File: src/rtl/fabric_tag_pkg.sv
// -----------------------------------------------------------------------------
// fabric_tag_pkg
// Shared definitions for the tagged-stream dispatcher:
//   tag_dispatch_err_e : 2-bit error codes reported on error_code
//   TD_FIFO_DEPTH      : per-lane FIFO depth
//   TD_TAG_MAX_WIDTH   : widest tag a lane config entry can hold
//   td_cfg_lane_t      : one lane's decoded config entry {en, match_tag}
// -----------------------------------------------------------------------------
package fabric_tag_pkg;

  localparam int TD_FIFO_DEPTH    = 2;
  localparam int TD_TAG_MAX_WIDTH = 32;

  typedef enum logic [1:0] {
    ERR_NONE     = 2'd0,
    ERR_NO_MATCH = 2'd1,
    ERR_DUP_TAG  = 2'd2
  } tag_dispatch_err_e;

  // Tags narrower than TD_TAG_MAX_WIDTH are zero-extended into match_tag.
  typedef struct packed {
    logic                        en;
    logic [TD_TAG_MAX_WIDTH-1:0] match_tag;
  } td_cfg_lane_t;

endpackage

File: src/rtl/fabric_fifo2.sv
// -----------------------------------------------------------------------------
// fabric_fifo2
// Two-entry valid/ready FIFO with a registered head. 1-bit wrapping pointers
// and a 2-bit occupancy count (0..2). No bypass: a push into an empty FIFO
// becomes visible on out_valid the following cycle. in_ready depends only on
// occupancy, never on out_ready.
// Ports:
//   clk, rst_n                clock, async active-low reset
//   in_valid/in_ready/in_data push side
//   out_valid/out_ready/out_data pop side
// -----------------------------------------------------------------------------
module fabric_fifo2
  import fabric_tag_pkg::*;
#(
  parameter int WIDTH = 32
) (
  input  logic             clk,
  input  logic             rst_n,
  input  logic             in_valid,
  output logic             in_ready,
  input  logic [WIDTH-1:0] in_data,
  output logic             out_valid,
  input  logic             out_ready,
  output logic [WIDTH-1:0] out_data
);

  logic [WIDTH-1:0] r_mem [TD_FIFO_DEPTH];
  logic             r_wr_ptr;
  logic             r_rd_ptr;
  logic [1:0]       r_count;
  logic             w_push;
  logic             w_pop;

  // A full FIFO refuses the push even if a pop frees a slot this cycle.
  assign in_ready  = (r_count != 2'(TD_FIFO_DEPTH));
  assign out_valid = (r_count != 2'd0);
  assign out_data  = r_mem[r_rd_ptr];

  assign w_push = in_valid && in_ready;
  assign w_pop  = out_valid && out_ready;

  always_ff @(posedge clk or negedge rst_n) begin
    if (!rst_n) begin
      r_wr_ptr <= 1'b0;
      r_rd_ptr <= 1'b0;
      r_count  <= 2'd0;
    end else begin
      if (w_push) r_wr_ptr <= ~r_wr_ptr;
      if (w_pop)  r_rd_ptr <= ~r_rd_ptr;
      unique case ({w_push, w_pop})
        2'b10:   r_count <= r_count + 2'd1;
        2'b01:   r_count <= r_count - 2'd1;
        default: r_count <= r_count;
      endcase
    end
  end

  // Storage needs no reset: occupancy alone qualifies it.
  always_ff @(posedge clk) begin
    if (w_push) r_mem[r_wr_ptr] <= in_data;
  end

endmodule

File: src/rtl/fabric_tag_dispatch.sv
// -----------------------------------------------------------------------------
// fabric_tag_dispatch
// Decodes the tag carried in the MSBs of each input token, strips it, and
// steers the value into the FIFO of the matching lane. Lowest-index lane wins
// on multiple hits (ERR_DUP_TAG); tokens with no hit are consumed and dropped
// (ERR_NO_MATCH). The first error is latched until reset.
// Ports:
//   clk, rst_n           clock, async active-low reset
//   in_valid/in_ready    tagged input handshake, in_data = {tag, value}
//   out_valid/out_ready  per-lane handshake, out_data lane i at [i*DATA_WIDTH +: DATA_WIDTH]
//   cfg_data             per-lane {en, match_tag} at [i*(TAG_WIDTH+1) +: TAG_WIDTH+1]
//   error_valid          sticky error flag
//   error_code           first error code captured
//   stat_count           (FABRIC_TAG_DISPATCH_STATS_EN only) per-lane 16-bit
//                        saturating pop counters
// Build option: define FABRIC_TAG_DISPATCH_STATS_EN to add stat_count.
// -----------------------------------------------------------------------------
module fabric_tag_dispatch
  import fabric_tag_pkg::*;
#(
  parameter  int NUM_OUTPUTS   = 2,
  parameter  int DATA_WIDTH    = 32,
  parameter  int TAG_WIDTH     = 4,
  localparam int PAYLOAD_WIDTH = DATA_WIDTH + TAG_WIDTH,
  localparam int CONFIG_WIDTH  = NUM_OUTPUTS * (TAG_WIDTH + 1)
) (
  input  logic                              clk,
  input  logic                              rst_n,
  input  logic                              in_valid,
  output logic                              in_ready,
  input  logic [PAYLOAD_WIDTH-1:0]          in_data,
  output logic [NUM_OUTPUTS-1:0]            out_valid,
  input  logic [NUM_OUTPUTS-1:0]            out_ready,
  output logic [NUM_OUTPUTS*DATA_WIDTH-1:0] out_data,
  input  logic [CONFIG_WIDTH-1:0]           cfg_data,
`ifdef FABRIC_TAG_DISPATCH_STATS_EN
  output logic [NUM_OUTPUTS*16-1:0]         stat_count,
`endif
  output logic                              error_valid,
  output logic [1:0]                        error_code
);

  // Parameter sanity, enforced at elaboration time.
  if (NUM_OUTPUTS < 1) begin : g_bad_outputs
    $fatal(1, "fabric_tag_dispatch: NUM_OUTPUTS must be >= 1");
  end
  if (DATA_WIDTH < 1) begin : g_bad_data
    $fatal(1, "fabric_tag_dispatch: DATA_WIDTH must be >= 1");
  end
  if (TAG_WIDTH < 1 || TAG_WIDTH > TD_TAG_MAX_WIDTH) begin : g_bad_tag
    $fatal(1, "fabric_tag_dispatch: TAG_WIDTH must be in 1..TD_TAG_MAX_WIDTH");
  end

  logic [TAG_WIDTH-1:0]   w_in_tag;
  logic [DATA_WIDTH-1:0]  w_in_value;
  td_cfg_lane_t           w_lane_cfg [NUM_OUTPUTS];
  logic [NUM_OUTPUTS-1:0] w_hit;
  logic [NUM_OUTPUTS-1:0] w_grant;
  logic [NUM_OUTPUTS-1:0] w_fifo_ready;
  logic [NUM_OUTPUTS-1:0] w_push;
  logic                   w_hit_any;
  logic                   w_dup;
  logic                   w_in_ready;
  logic                   w_accept;

  logic                   r_error_valid;
  tag_dispatch_err_e      r_error_code;

  assign w_in_tag   = in_data[PAYLOAD_WIDTH-1 -: TAG_WIDTH];
  assign w_in_value = in_data[DATA_WIDTH-1:0];

  genvar gi;
  generate
    for (gi = 0; gi < NUM_OUTPUTS; gi++) begin : g_lane
      assign w_lane_cfg[gi] = {cfg_data[gi*(TAG_WIDTH+1) + TAG_WIDTH],
                               TD_TAG_MAX_WIDTH'(cfg_data[gi*(TAG_WIDTH+1) +: TAG_WIDTH])};
      assign w_hit[gi] = w_lane_cfg[gi].en &&
                         (w_lane_cfg[gi].match_tag == TD_TAG_MAX_WIDTH'(w_in_tag));

      fabric_fifo2 #(
        .WIDTH (DATA_WIDTH)
      ) u_fifo (
        .clk       (clk),
        .rst_n     (rst_n),
        .in_valid  (w_push[gi]),
        .in_ready  (w_fifo_ready[gi]),
        .in_data   (w_in_value),
        .out_valid (out_valid[gi]),
        .out_ready (out_ready[gi]),
        .out_data  (out_data[gi*DATA_WIDTH +: DATA_WIDTH])
      );
    end
  endgenerate

  // Isolate the lowest set hit bit: x & -x gives a one-hot grant.
  assign w_grant   = w_hit & (~w_hit + NUM_OUTPUTS'(1));
  assign w_hit_any = |w_hit;
  assign w_dup     = |(w_hit & ~w_grant);

  // Unmatched tokens are always accepted (and dropped).
  assign w_in_ready = w_hit_any ? |(w_grant & w_fifo_ready) : 1'b1;
  assign w_accept   = in_valid && w_in_ready;
  assign w_push     = w_accept ? w_grant : '0;
  assign in_ready   = w_in_ready;

  // Only the first error is recorded; no-match and dup are mutually exclusive.
  always_ff @(posedge clk or negedge rst_n) begin
    if (!rst_n) begin
      r_error_valid <= 1'b0;
      r_error_code  <= ERR_NONE;
    end else if (w_accept && !r_error_valid && (w_dup || !w_hit_any)) begin
      r_error_valid <= 1'b1;
      r_error_code  <= w_dup ? ERR_DUP_TAG : ERR_NO_MATCH;
    end
  end

  assign error_valid = r_error_valid;
  assign error_code  = r_error_code;

`ifdef FABRIC_TAG_DISPATCH_STATS_EN
  generate
    for (gi = 0; gi < NUM_OUTPUTS; gi++) begin : g_stat
      logic [15:0] r_stat_cnt;

      always_ff @(posedge clk or negedge rst_n) begin
        if (!rst_n) begin
          r_stat_cnt <= 16'd0;
        end else if (out_valid[gi] && out_ready[gi] && (r_stat_cnt != 16'hFFFF)) begin
          r_stat_cnt <= r_stat_cnt + 16'd1;
        end
      end

      assign stat_count[gi*16 +: 16] = r_stat_cnt;
    end
  endgenerate
`endif

endmodule

File: config.mk
export PLATFORM = sky130hd
export DESIGN_NAME = fabric_tag_dispatch
export DESIGN_NICKNAME = d
export VERILOG_FILES = /design/src/rtl/fabric_tag_pkg.sv /design/src/rtl/fabric_fifo2.sv /design/src/rtl/fabric_tag_dispatch.sv
export SDC_FILE = /design/constraint.sdc
export NUM_CORES = 1
export LEC_CHECK = 0
export BUFFER_PORTS_ARGS = -buffer_cell sky130_fd_sc_hd__buf_2
export CAP_MARGIN = 20
export CORE_MARGIN = 2
export CORE_UTILIZATION = 56
export CTS_BUF_LIST = sky130_fd_sc_hd__clkbuf_4
export CTS_CLUSTER_SIZE = 14
export DETAILED_ROUTE_END_ITERATION = 10
export PLACE_DENSITY = 0.82
export SLEW_MARGIN = 20
export SYNTH_ARGS = -nofsm -noshare
export SYNTH_HDL_FRONTEND = slang
export SYNTH_SLANG_ARGS = --single-unit
File: constraint.sdc
create_clock -name clk -period 2.8 [get_ports clk]
set_clock_uncertainty 0.05 [all_clocks]
set_input_delay 0.56 -clock clk [delete_from_list [all_inputs] [get_ports clk]]
set_output_delay 0.56 -clock clk [all_outputs]
set_load 0.005 [all_outputs]
==> impl_metrics.json <==
{
  "intPower_uw": 3490,
  "crit_fanout": 3,
  "nets": 468,
  "vias": 2811,
  "worstSetupStartpointType": "primary input",
  "drt-total-wl_um": 9180,
  "grt_start_max_net_pins": 33,
  "antenna_found_initial": 0,
  "maxCapViolCount": 0,
  "drc": 0,
  "syn-num-nets": 326,
  "worstHoldPathType": "in -> reg",
  "grt_pass1_wl_um": 13900,
  "worstPathArrival_ns": 1.92,
  "cts_tree": "done",
  "timing.fmax_mhz": 395,
  "finalCritPeriodShare_pct": 90.4,
  "antenna_cells": 0,
  "root_buffer": "clkbuf_4",
  "setup.worst_path.end_class": "primary output",
  "post_drt_wl_per_cell_um": 16.6,
  "ys_ff_latch": 139,
  "rsz0062_at_grt": "no",
  "tightest_slew_ns": 0.450,
  "layoutNonFillerInstCount": 554,
  "num_io_pins": 121,
  "syn_area_sq_um": 5310,
  "seq_power_share_pct": 50.4,
  "power_density_nw_per_um2": 751,
  "track_usage_pct": 18.8,
  "critPathKind": "in -> out",
  "clk_pin_slew_ns": 0.14,
  "utilization_pct": 70.3,
  "clock-sinks": 139,
  "dp_cells": 521,
  "syn_inst": 270,
  "switching_share_pct": 28.4,
  "die_w_um": 101,
  "finalCriticalPeriod_ns": 2.53,
  "layout-drive-gt1-share_pct": 56.7,
  "final-max-slew-violation-count": 0,
  "rows": 35,
  "dr.first_iter.drc_count": 107,
  "grt.overflow.total": 0,
  "power.switching_uw": 1390,
  "dp_hpwl_um": 6220,
  "syn_to_final_growth_pct": 22.3,
  "ys_seq_area_share_pct": 77.5,
  "fp.coreArea_sq_um": 9240,
  "outcome": "finished, final reports clean",
  "leakagePower_uw": 0.00242,
  "via_per_inst": 5.07,
  "hold_ws_ns": 0.210,
  "relSlewSlack_pct": 70.0,
  "cts_resized": 0,
  "clk_latency_ns": 0.50,
  "place_ws_ns": 0.208,
  "combPwrFrac_pct": 23.7,
  "finalHoldViolCount": 0,
  "numCtsBuffers": 17,
  "setup_viol": 0,
  "synth_cell_types": 28,
  "clock_power_share_pct": 26.0,
  "dieArea_sq_um": 10300,
  "worstPathRequired_ns": 2.19,
  "io_buffers": 120,
  "htree_levels": 4,
  "initial_utilization_pct": 57.5,
  "ant_nets": 0,
  "grt_pass1_vias": 2817,
  "gp_congestion": 0.710,
  "cts_buffer_depth": 2,
  "yosysWarnings": 0,
  "dr.pass1.iters": 6,
  "syn_area_per_cell_sq_um": 19.7,
  "final.setup.tns_ns": 0,
  "vdd_drop_max_mv": 0.526,
  "die_height_um": 101,
  "worst_slack_ns": 0.268
}
[per-stage QoR]
stage	power (uW)	instance area [sq um]
3_5_place_dp	3670	6190
5_1_grt	5100	6500
2_1_floorplan	3230	5330
4_1_cts	4930	6500
6_report	4880	6500
3_3_place_gp	3650	6190
[state kept, by name, summed over array words and instances (netlist names)]
signal	count
error_valid	1
g_lane.u_fifo.r_wr_ptr	2
error_code	2
g_lane.u_fifo.r_count	4
g_lane.u_fifo.r_mem	128
g_lane.u_fifo.r_rd_ptr	2
[worst paths after layout]
check,startpoint,endpoint,slack [ns],cells past startpoint
worst min-delay path,in_data[13],g_lane[0].u_fifo.r_mem[0][13]$_DFFE_PP_,0.21,1
max in group asynchronous,rst_n,g_lane[0].u_fifo.r_rd_ptr$_DFFE_PN0P_,2.07,2
worst max-delay path,in_data[32],in_ready,0.27,9
worst min register to register,g_lane[0].u_fifo.r_count[1]$_DFFE_PN0P_,g_lane[0].u_fifo.r_count[1]$_DFFE_PN0P_,0.45,1
worst max register to register,g_lane[0].u_fifo.r_count[0]$_DFFE_PN0P_,g_lane[0].u_fifo.r_count[1]$_DFFE_PN0P_,1.06,5
min in group asynchronous,rst_n,g_lane[0].u_fifo.r_count[0]$_DFFE_PN0P_,0.38,2
[power by group through the flow]
stage / clock network, uW / registers (uW) / logic [uW]
6_report: 1270 / 2460 / 1160
3_5_place_dp: 0 / 2510 / 1170
5_1_grt: 1380 / 2470 / 1250
3_3_place_gp: 0 / 2500 / 1150
4_1_cts: 1300 / 2460 / 1180
2_1_floorplan: 0 / 2440 / 787
[cells in the mapped netlist]
cell      instances  area (sq um)
edfxtp_1        128          3840
mux2_2           64           721
dfrtp_1          11           275
xnor2_1          10          87.6
inv_1             7          26.3
nor2_1            7          26.3
buf_2             6          30.0
ha_1              5          62.6
nand3_1           5          25.0
xor2_1            4          35.0
and2_1            2          12.5
buf_4             2          15.0
clkbuf_1          2          7.51
or2_2             2          12.5
or2b_1            2          15.0
a21oi_1           1          5.00
a22o_1            1          8.76
a31o_2            1          8.76
and2b_2           1          8.76
mux2_4            1          15.0
mux2i_1           1          10.0
nand2_1           1          3.75
nand2b_1          1          6.26
nand4b_2          1          15.0
nor4_1            1          6.26
o21ai_2           1          8.76
o22ai_1           1          6.26
xnor2_2           1          16.3
[cells by family (layout without fill, tap and decap cells)]
kind of cell    Yosys count  in the layout  synth area share [%]
flops                   139            139                  77.5
buf+inv                  17            172                  1.48
simple gates             23             23                  2.47
fa+ha+maj                 5              5                  1.18
compound gates            5              5                 0.706
mux                      66             66                  14.0
xor+xnor                 15             15                  2.61
[layout by cell type, fill, tap and decap left out, types with 2 or more instances in the layout]
cell	n
edfxtp_1	128
buf_2	120
mux2_2	64
clkbuf_4	18
xnor2_1	10
dfrtp_1	10
buf_4	8
inv_1	7
nand3_1	5
ha_1	5
nor2_4	4
xor2_1	4
inv_8	4
buf_12	4
nor2_1	3
inv_6	3
clkinvlp_4	3
or2_2	2
and2_1	2
or2b_1	2
clkinv_4	2
[per-layer routing]
metal  global-route usage, %  up-vias  part of all wire [%]  wire length, um
met3                    5.80        9                   4.9              446
met4                    8.73        0                   1.2              108
met5                       0        -                     0                0
met2                    32.5       98                    54             4950
li1                        -     1320                     -                -
met1                    21.4     1384                    40             3670
[final cells by class]
class,instances,area [sq um]
Tap cell,129,161
Timing Repair Buffer,133,751
Inverter,7,26.3
Sequential cell,139,4120
Clock buffer,18,135
Multi-Input combinational cell,114,1150
Fill cell,603,2740
Clock inverter,14,158
[timing repair]
action	in CTS	in global routing
hold endpoints to repair	11	0
hold buffers	1	0
buffers inserted	0	0
[worst max-delay path, cell delays in order]
cell and delay, ns:
buf_2 0.10, and2b_2 0.21, nor4_1 0.27, buf_4 0.17, inv_1 0.04, ha_1 0.18, a21oi_1 0.16, o21ai_2 0.10
buf_2 0.14
Note: power is estimated with default switching activity, not from simulation.
